===== src/rtl/seq_divider_16bit.sv =====
// seq_divider_16bit: 16-bit unsigned restoring divider, one quotient bit per cycle.
// A division takes 16 CALC cycles followed by a single-cycle DONE pulse.
// Optional macro DIV_ZERO_FAST_EN: when defined, a zero divisor skips CALC and
// reports the divide-by-zero result one cycle after the start edge.
//
// state | meaning
// ------+-----------------------------------------------------------
// IDLE  | waiting for start; operands are captured on the accepting edge
// CALC  | one restoring step per cycle, 16 steps in total
// DONE  | result registers valid, done pulses for one cycle
module seq_divider_16bit (
    input  logic        clk,
    input  logic        rst_n,
    input  logic        start,
    input  logic [15:0] dividend,
    input  logic [15:0] divisor,
    output logic        busy,
    output logic        done,
    output logic [15:0] quotient,
    output logic [15:0] remainder,
    output logic        div_by_zero
);

    typedef enum logic [1:0] {
        IDLE = 2'd0,
        CALC = 2'd1,
        DONE = 2'd2
    } state_t;

    state_t      state_q, state_d;

    logic [15:0] divisor_q;
    logic [16:0] rem_q;
    logic [15:0] quo_q;
    logic [3:0]  cnt_q;
    logic [15:0] quotient_q;
    logic [15:0] remainder_q;
    logic        dbz_q;

    logic [16:0] shifted;
    logic [17:0] trial;
    logic        trial_neg;
    logic [16:0] rem_step;
    logic [15:0] quo_step;
    logic        last_step;
    logic        zero_div_in;

    // One restoring step: shift the next dividend bit into R and try to subtract D.
    // R never exceeds 16 significant bits, so the top bit of the 18-bit trial is the sign.
    always_comb begin
        shifted   = {rem_q[15:0], quo_q[15]};
        trial     = {rem_q, quo_q[15]} - {2'b00, divisor_q};
        trial_neg = trial[17];
        rem_step  = trial_neg ? shifted : trial[16:0];
        quo_step  = {quo_q[14:0], ~trial_neg};
        last_step = (cnt_q == 4'd15);
        zero_div_in = (divisor == 16'd0);
    end

    // State register.
    always_ff @(posedge clk or negedge rst_n) begin
        if (!rst_n) begin
            state_q <= IDLE;
        end else begin
            state_q <= state_d;
        end
    end

    // Next-state logic.
    always_comb begin
        state_d = state_q;
        case (state_q)
            IDLE: begin
                if (start) begin
`ifdef DIV_ZERO_FAST_EN
                    state_d = zero_div_in ? DONE : CALC;
`else
                    state_d = CALC;
`endif
                end
            end
            CALC: begin
                if (last_step) begin
                    state_d = DONE;
                end
            end
            DONE: begin
                state_d = IDLE;
            end
            default: begin
                state_d = IDLE;
            end
        endcase
    end

    // Datapath: operand capture, iteration, and result registers that only
    // change on the final step so partial values never reach the outputs.
    always_ff @(posedge clk or negedge rst_n) begin
        if (!rst_n) begin
            divisor_q   <= 16'd0;
            rem_q       <= 17'd0;
            quo_q       <= 16'd0;
            cnt_q       <= 4'd0;
            quotient_q  <= 16'd0;
            remainder_q <= 16'd0;
            dbz_q       <= 1'b0;
        end else begin
            case (state_q)
                IDLE: begin
                    if (start) begin
                        divisor_q <= divisor;
                        quo_q     <= dividend;
                        rem_q     <= 17'd0;
                        cnt_q     <= 4'd0;
                        dbz_q     <= 1'b0;
`ifdef DIV_ZERO_FAST_EN
                        if (zero_div_in) begin
                            quotient_q  <= 16'hFFFF;
                            remainder_q <= dividend;
                            dbz_q       <= 1'b1;
                        end
`endif
                    end
                end
                CALC: begin
                    rem_q <= rem_step;
                    quo_q <= quo_step;
                    cnt_q <= cnt_q + 4'd1;
                    if (last_step) begin
                        quotient_q  <= quo_step;
                        remainder_q <= rem_step[15:0];
                        dbz_q       <= (divisor_q == 16'd0);
                    end
                end
                default: begin
                end
            endcase
        end
    end

    // Outputs decoded from state and result registers.
    always_comb begin
        busy        = (state_q != IDLE);
        done        = (state_q == DONE);
        quotient    = quotient_q;
        remainder   = remainder_q;
        div_by_zero = dbz_q;
    end

endmodule


===== config.mk =====
export PLATFORM = sky130hd
export DESIGN_NAME = seq_divider_16bit
export DESIGN_NICKNAME = d
export VERILOG_FILES = /design/src/rtl/seq_divider_16bit.sv
export SDC_FILE = /design/constraint.sdc
export NUM_CORES = 1
export LEC_CHECK = 0
export CAP_MARGIN = 5
export CORE_ASPECT_RATIO = 0.5
export CORE_MARGIN = 10
export CORE_UTILIZATION = 58
export DETAILED_ROUTE_END_ITERATION = 10
export PLACE_DENSITY = 0.83
export SYNTH_ARGS = -nofsm -noshare
export SYNTH_HDL_FRONTEND = slang
export SYNTH_SLANG_ARGS = --single-unit

===== constraint.sdc =====
create_clock -name clk -period 4 [get_ports clk]
set_clock_uncertainty 0.05 [all_clocks]
set_input_delay 0.8 -clock clk [delete_from_list [all_inputs] [get_ports clk]]
set_output_delay 0.8 -clock clk [all_outputs]
set_load 0.02 [all_outputs]

Word-level counts from Yosys, hierarchy flattened
Cells that the tools add are included.
Cells by class
  multiplexer cells: 13
  reductions and logical operators: 9
  equality and inequality tests: 5
  bitwise operators: 1
  add/subtract/negate cells: 2
Operators with widths (count)
  $mux W17: 2
  $pmux W17 S2: 1
  $pmux W16 S2: 1
  $sub A18 B16 Y18: 1
  $logic_not A16 Y1: 1
  $mux W16: 1
  $pmux W4 S2: 1
  $reduce_and A2 Y1: 4
  $add A4 B1 Y4 const B: 1
  $eq A4 B4 Y1 const B: 1
  $mux W2: 2
  $mux W4: 1
  $ne A2 B2 Y1 const B: 2
  $pmux W2 S2: 1
  $reduce_bool A2 Y1: 2
  $reduce_and A3 Y1: 1
  $eq A2 B1 Y1 const B: 1
  $eq A2 B2 Y1 const B: 1
  $logic_not A2 Y1: 1
  $mux W1: 2
  $pmux W1 S2: 1
  $not A1 Y1: 1
Word-level totals
  bits of input ports: 35
  flip-flop bits (word level): 88
  output and inout bits: 35

Logic depth before layout (Yosys ltp)
Gate-level depths: netlist of run 1.
  depth in word-level cells: 3
  depth in mapped cells: 11

Least setup slack after synthesis of run 1
OpenSTA, ideal clock, no wires.
  path type: register to register
  start: register quo_q[15]
  end: register rem_q[16]
  setup slack: 1437 ps
  arrival: 2426 ps
  cell stages (with the launch flop): 12
  path through: dfrtp_1 > inv_1 > ha_1 > inv_1 > fa_1 > a21o_1 > a221oi_2 > nor4_1 > a211o_1 > a2111oi_2 > a41oi_1 > o211ai_1
Between the ends
  cells in the longest elaborated chain, start to end: 3
RTL lines
  start, declared: RTL line 34  | logic [15:0] quo_q;
  start signal, assigned: RTL line 112  | quo_q <= dividend;
  start signal, assigned: RTL line 127  | quo_q <= quo_step;
  $sub A18 B16 Y18: RTL line 52  | trial = {rem_q, quo_q[15]} - {2'b00, divisor_q};
  $mux W17: RTL line 54  | rem_step = trial_neg ? shifted : trial[16:0];
  $pmux W17 S2: RTL line 108  | case (state_q)
  end signal, assigned: RTL line 126  | rem_q <= rem_step;
  end, declared: RTL line 33  | logic [16:0] rem_q;
No other way between the ends.
A chain may end at the register's enable or synchronous reset.

Worst setup path in the final report of run 1
  start: register rem_q[0]
  end: register rem_q[0]
Between the ends
  cells in the longest elaborated chain, start to end: 3
RTL lines (RTL line)
  $sub A18 B16 Y18: 52
  $mux W17: 54
  $pmux W17 S2: 108
No other way between the ends.

==> results.py, run 1 <==
metrics = {
    "die": {
        "die_x_um": 145,
        "core_area_mm2": 0.00743,
        "initial_core_util_pct": 60.5,
        "fp.dieArea_mm2": 0.0119,
        "rows": 22,
        "die_y_um": 82.3,
        "pin_count": 70,
    },
    "critical_path": {
        "crit_buf_inv": 0,
        "crit_fanout": 20,
        "cp-start-kind": "flop",
        "cp_cell_sequence": "ha_1 -> nor2b_1 -> o2111ai_2 -> a2111oi_4 -> o32a_2 -> nand3_2 -> mux2_4 -> o21ai_2",
        "crit_path_end_kind": "flop",
        "critPathKind": "flop to flop",
        "slowest_stage": "mux2_4",
        "cp.arrival_ps": 3260,
        "worst_ep_required_time_ps": 4200,
        "crit_family": "compound AO/OA/AOI/OAI gates",
        "ff2ff_setup_slack_ps": 940,
        "critical-path-max-stage-delay_ps": 500,
    },
    "synthesis": {
        "synth-seq-area-share_pct": 49.0,
        "syn-num-nets": 549,
        "ys_top_cells_by_count": "nand2_1 (99), dfrtp_1 (88), nor2_1 (38)",
        "synth_seq_cells": 88,
        "synth_area_leaders": "dfrtp_1 (49%), nand2_1 (8.3%), ha_1 (4.7%), o21ai_1 (3.6%), nor2_1 (3.2%)",
        "synthArstFlopShare_pct": 100,
        "yosys_most_used_dff": "dfrtp_1",
        "post_synth_instance_area_mm2": 0.00450,
        "synth.largest_area_cell": "dfrtp_1",
        "synth_edf_count": 0,
        "synth_cell_types": 51,
        "yosysMostFrequentCell": "nand2_1",
        "syn_inst": 496,
        "yosys.area.top_type_share_pct": 49.0,
        "ys_warn_count": 0,
        "avgSynthCellArea_um2": 9.07,
    },
    "global_route": {
        "grt_use_total_pct": 18.0,
        "grt_pass1_wl_mm": 17.0,
        "antenna_found_initial": 0,
        "grt_max_degree": 75,
        "grt_pass1_vias": 3516,
        "overflow": 0,
    },
    "clock_tree": {
        "cts_resized": 0,
        "cts_buffers": 9,
        "post-cts-setup-buffers": 0,
        "clkTransAtPathRegs_ps": 60,
        "cts_hold_buf": 0,
        "clock_latency_ps": 340,
        "tritoncts": "done",
        "cts_htree_levels": 3,
        "cts_sinks": 88,
        "clockBufferDepth": 2,
        "cts_root_buf": "clkbuf_16",
    },
    "layout": {
        "seqCellArea_mm2": 0.00220,
        "postLayoutCellArea_mm2": 0.00551,
        "nets": 602,
        "diodes": 0,
        "stdcell_count": 650,
        "area_delta_synth_final_pct": 22.5,
        "multi_input_area_mm2": 0.00208,
        "drive_gt1_share_pct": 5.78,
        "nFillCells": 553,
    },
    "hold_path": {
        "hp-class": "flop to flop",
    },
    "timing": {
        "setup_viol": 0,
        "fin_crit_sh_pct": 76.5,
        "fmax_ghz": 0.327,
        "timing.final.max_slew_violations": 0,
        "setup_tns_ps": 0,
        "rsz0062_at_grt": "no",
        "tightest_slew_ps": 1090,
        "worst_slack_ps": 940,
        "hold_violations": 0,
        "relSlewSlack_pct": 27.4,
        "timing.final.crit_period_ps": 3060,
    },
    "place": {
        "postPlaceCellArea_mm2": 0.00520,
        "hpwlAfterDp_mm": 7.55,
        "numPortBuffers": 69,
        "dp_cells": 634,
        "gp_congestion": 0.866,
        "place_ws_ps": 967,
    },
    "pwr": {
        "seqPwrFrac_pct": 27.6,
        "peakVddDrop_mv": 0.685,
        "p_comb_share_pct": 57.9,
        "p_int_uw": 3310,
        "switching_share_pct": 44.2,
        "pwr-share-clk_pct": 14.4,
        "p_per_area_mw_per_mm2": 1080,
        "p_leak_uw": 0.00246,
        "switchingPower_uw": 2620,
    },
    "detailed_routing": {
        "wirelength_mm": 10.5,
        "ant_nets": 0,
        "post_drt_wl_per_cell_um": 16.2,
        "via_per_inst": 5.63,
        "drt-pass1-iter-count": 4,
        "drcViolationCount": 0,
        "via_count": 3657,
        "drtIter0Drc": 159,
    },
    "job": {
        "maxCapViolCount": 0,
    },
    "run_status": {
        "status": "completed",
    },
}
[cells by family after synthesis]
family,synth area share [%]
adder cells (fa/ha/maj),5.18
buffers and inverters,4.84
multiplexers,3.45
AO/OA/AOI/OAI,17.1
AND/OR/NAND/NOR,17.7
flip-flops,49.0
XOR/XNOR,2.73
[layer usage]
metal	track usage [%]	part of all wire [%]
met4	5.51	1.3
met2	29.4	46
met5	0	0
met3	5.58	5.6
met1	22.8	47
[placed cells by master (no fill, tap or decap), drive strengths merged, types with 4 or more instances in the layout]
| cell | n |
|---|---|
| o22ai | 16 |
| nand3 | 20 |
| inv | 24 |
| xnor2 | 11 |
| nor4 | 4 |
| a31oi | 6 |
| a21o | 4 |
| a21oi | 18 |
| clkbuf | 10 |
| nand4 | 5 |
| nor2b | 5 |
| ha | 17 |
| clkdlybuf4s50 | 68 |
| buf | 4 |
| dfrtp | 88 |
| mux2i | 14 |
| nand2 | 99 |
| nor2 | 38 |
| o21ai | 57 |
[final timing paths]
path,end,startpoint,cells after the start
min in group asynchronous,rem_q[3],rst_n,1
min reg2reg,quotient[4],quotient[4],2
max reg2reg,rem_q[0],rem_q[0],8
max in group asynchronous,divisor_q[14],rst_n,2
min,quotient[4],quotient[4],2
max,rem_q[0],rem_q[0],8
[power by group through the flow]
stage / clock network [µW] / registers [µW] / logic (µW)
floorplan: 0 / 1760 / 2410
global placement: 0 / 1640 / 3330
detailed placement: 0 / 1650 / 3420
CTS: 867 / 1640 / 3450
global route: 893 / 1690 / 3790
finish: 857 / 1640 / 3430
[through the flow]
| stage | utilization (%) | hold WS [ps] | total power [µW] |
|---|---|---|---|
| 2_1_floorplan | - | 400 | 4170 |
| 4_1_cts | 74.1 | 428 | 5950 |
| 3_3_place_gp | 70.0 | 407 | 4970 |
| 6_report | 74.1 | 422 | 5930 |
| 3_5_place_dp | 70.0 | 412 | 5070 |
| 5_1_grt | 74.1 | 452 | 6380 |
[cell type report]
class	count	area share, %
multi-input combinational	354	37.7
sequential	88	40.0
clock inverter	6	1.23
inverter	24	1.64
tap	96	2.18
clock buffer	10	4.34
timing repair buffer	72	12.9
[flip-flops by register name, indices dropped and copies added (netlist names)]
register     cells
cnt_q            4
div_by_zero      1
divisor_q       16
quo_q           16
quotient        16
rem_q           17
remainder       16
state_q          2
[tightest hold or removal path: cells and delay by family, from the launching register on]
family,cells,cell delay (ps)
and+or+nand+nor,2,100
DFF,1,340
Note: power is estimated with default switching activity, not from simulation.
==> run 2: changes to the inputs <==
- CORE_UTILIZATION: 58 -> 54
- PLACE_DENSITY: 0.83 -> 0.78
- clock period: 4 -> 3.1 ns (I/O delays scaled with it)
==> run 2 against run 1 <==
Non-clock buffer count grew 8. Global-route usage shrank 0.69 points. Utilization shrank 4.6 points. Combinational power grew 34%. First-iteration DRC count grew 73%. Critical path depth grew 2. Count of clock-buffer cells in the layout is the same. Routed wire length grew 1.5%. Register-to-register slack lost 690 ps. Total power grew 31%. Clock power grew 26%. Sequential cell count is the same.
==> results.py, run 2 (synthesis gave the netlist of run 1 again) <==
metrics = {
    "run_status": {
        "status": "completed",
    },
    "layout": {
        "mostFrequentLayoutCells": "nand2_1 (99), dfrtp_1 (88), clkdlybuf4s50_1 (68)",
        "final_common_cell": "nand2_1",
        "nets": 610,
        "diodes": 0,
        "postLayoutCoreUtil_pct": 69.6,
        "largest_reg_flops": 17,
        "drive_gt1_share_pct": 6.94,
        "stdcell_count": 674,
        "nFillCells": 650,
        "area_delta_synth_final_pct": 24.7,
        "top_register": "rem_q",
    },
    "global_route": {
        "overflow": 0,
        "antenna_found_initial": 0,
        "grt_pass1_wl_mm": 17.9,
        "grt_use_total_pct": 17.3,
        "grt_pass1_vias": 3620,
        "grt_max_degree": 60,
    },
    "timing": {
        "tightest_slew_ps": 669,
        "hold_violations": 0,
        "timing.final.crit_period_ps": 2850,
        "worst_slack_ps": 253,
        "whs_ps": 159,
        "rsz0062_at_grt": "no",
        "relSlewSlack_pct": 55.3,
        "fmax_ghz": 0.351,
        "setup_viol": 0,
        "timing.final.max_slew_violations": 0,
        "setup_tns_ps": 0,
        "fin_crit_sh_pct": 91.8,
    },
    "detailed_routing": {
        "drt-pass1-iter-count": 5,
        "post_drt_wl_per_cell_um": 15.9,
        "drtIter0Drc": 275,
        "wirelength_mm": 10.7,
        "via_per_inst": 5.51,
        "via_count": 3717,
        "drcViolationCount": 0,
        "ant_nets": 0,
    },
    "die": {
        "die_y_um": 84.5,
        "die_x_um": 149,
        "fp.dieArea_mm2": 0.0126,
        "rows": 23,
        "initial_core_util_pct": 55.8,
        "core_area_mm2": 0.00806,
        "pin_count": 70,
    },
    "place": {
        "place_ws_ps": 277,
        "gp_congestion": 0.881,
        "numPortBuffers": 69,
        "hpwlAfterDp_mm": 7.75,
        "dp_cells": 658,
    },
    "clock_tree": {
        "clockBufferDepth": 2,
        "clock_latency_ps": 330,
        "cts_htree_levels": 3,
        "tritoncts": "done",
        "cts_sinks": 88,
        "cts_hold_buf": 0,
        "clkTransAtPathRegs_ps": 60,
        "cts_resized": 0,
        "cts_root_buf": "clkbuf_16",
        "cts_buffers": 9,
        "post-cts-setup-buffers": 0,
    },
    "critical_path": {
        "cp-start-kind": "flop",
        "ff2ff_setup_slack_ps": 250,
        "worst_ep_required_time_ps": 3310,
        "crit_fanout": 15,
        "critPathKind": "flop to flop",
        "crit_path_end_kind": "flop",
        "r2r-start": "divisor_q[4]",
        "cp.arrival_ps": 3060,
        "cp-startpoint": "divisor_q[4]",
    },
    "pwr": {
        "peakVddDrop_mv": 0.827,
        "p_leak_uw": 0.00250,
        "p_per_area_mw_per_mm2": 1390,
    },
    "job": {
        "maxCapViolCount": 0,
    },
    "hold_path": {
        "hp-class": "input pin to asynchronous set/reset pin",
    },
}
## run 2: cell count changes in the layout (fill, tap and decap cells not counted), sizes merged
cell,delta
buf,+8
clkinv,-2
clkinvlp,+2
## run 2: per-layer routing
metal / up-vias / routed length, µm / GRT usage, %
li1: 1839 / - / -
met1: 1796 / 5070 / 22.6
met2: 72 / 5000 / 27.2
met3: 10 / 502 / 5.03
met4: 0 / 128 / 5.05
met5: - / 0 / 0
## run 2: where the power goes
| group | internal [µW] | switching, µW | total [µW] |
|---|---|---|---|
| logic | 2000 | 2590 | 4590 |
| registers | 1730 | 374 | 2100 |
| clock network | 627 | 448 | 1080 |
| total | 4360 | 3410 | 7770 |
## run 2: worst max-delay path: stages (launching register included)
cell and delay [ps]:
dfrtp_1 350, inv_1 70, ha_1 380, a21o_1 240, a31oi_2 290, a2111oi_4 150, o32a_2 430, nand3_2 160
buf_12 180, mux2_4 330, o21ai_2 120
## run 2: layout make-up
class / instances / area, µm² / area share, %
sequential: 88 / 2200 / 39.3
tap: 112 / 140 / 2.50
timing repair buffer: 80 / 796 / 14.2
clock buffer: 10 / 229 / 4.08
inverter: 24 / 90.1 / 1.61
clock inverter: 6 / 68.8 / 1.23
multi-input combinational: 354 / 2080 / 37.1
## run 2: path summary, 6_finish.rpt
path                               end  cells past startpoint
max reg2reg                   rem_q[0]                     10
max                           rem_q[0]                     10
max in group asynchronous    rem_q[13]                      2
min in group clk           quotient[5]                      2
min reg2reg                quotient[5]                      2
min                          quo_q[15]                      1
## run 2: through the flow
stage / total power [µW] / instance area, µm²
CTS: 7830 / 5610
global placement: 6580 / 5310
detailed placement: 6700 / 5310
floorplan: 5380 / 4500
global route: 8410 / 5610
finish: 7770 / 5610
==> run 3: changes to the inputs <==
- ABC_CLOCK_PERIOD_IN_PS: unset -> 3100
==> results of run 3 <==
Same layout as run 2: the final DEF is identical, and so are final timing and power.
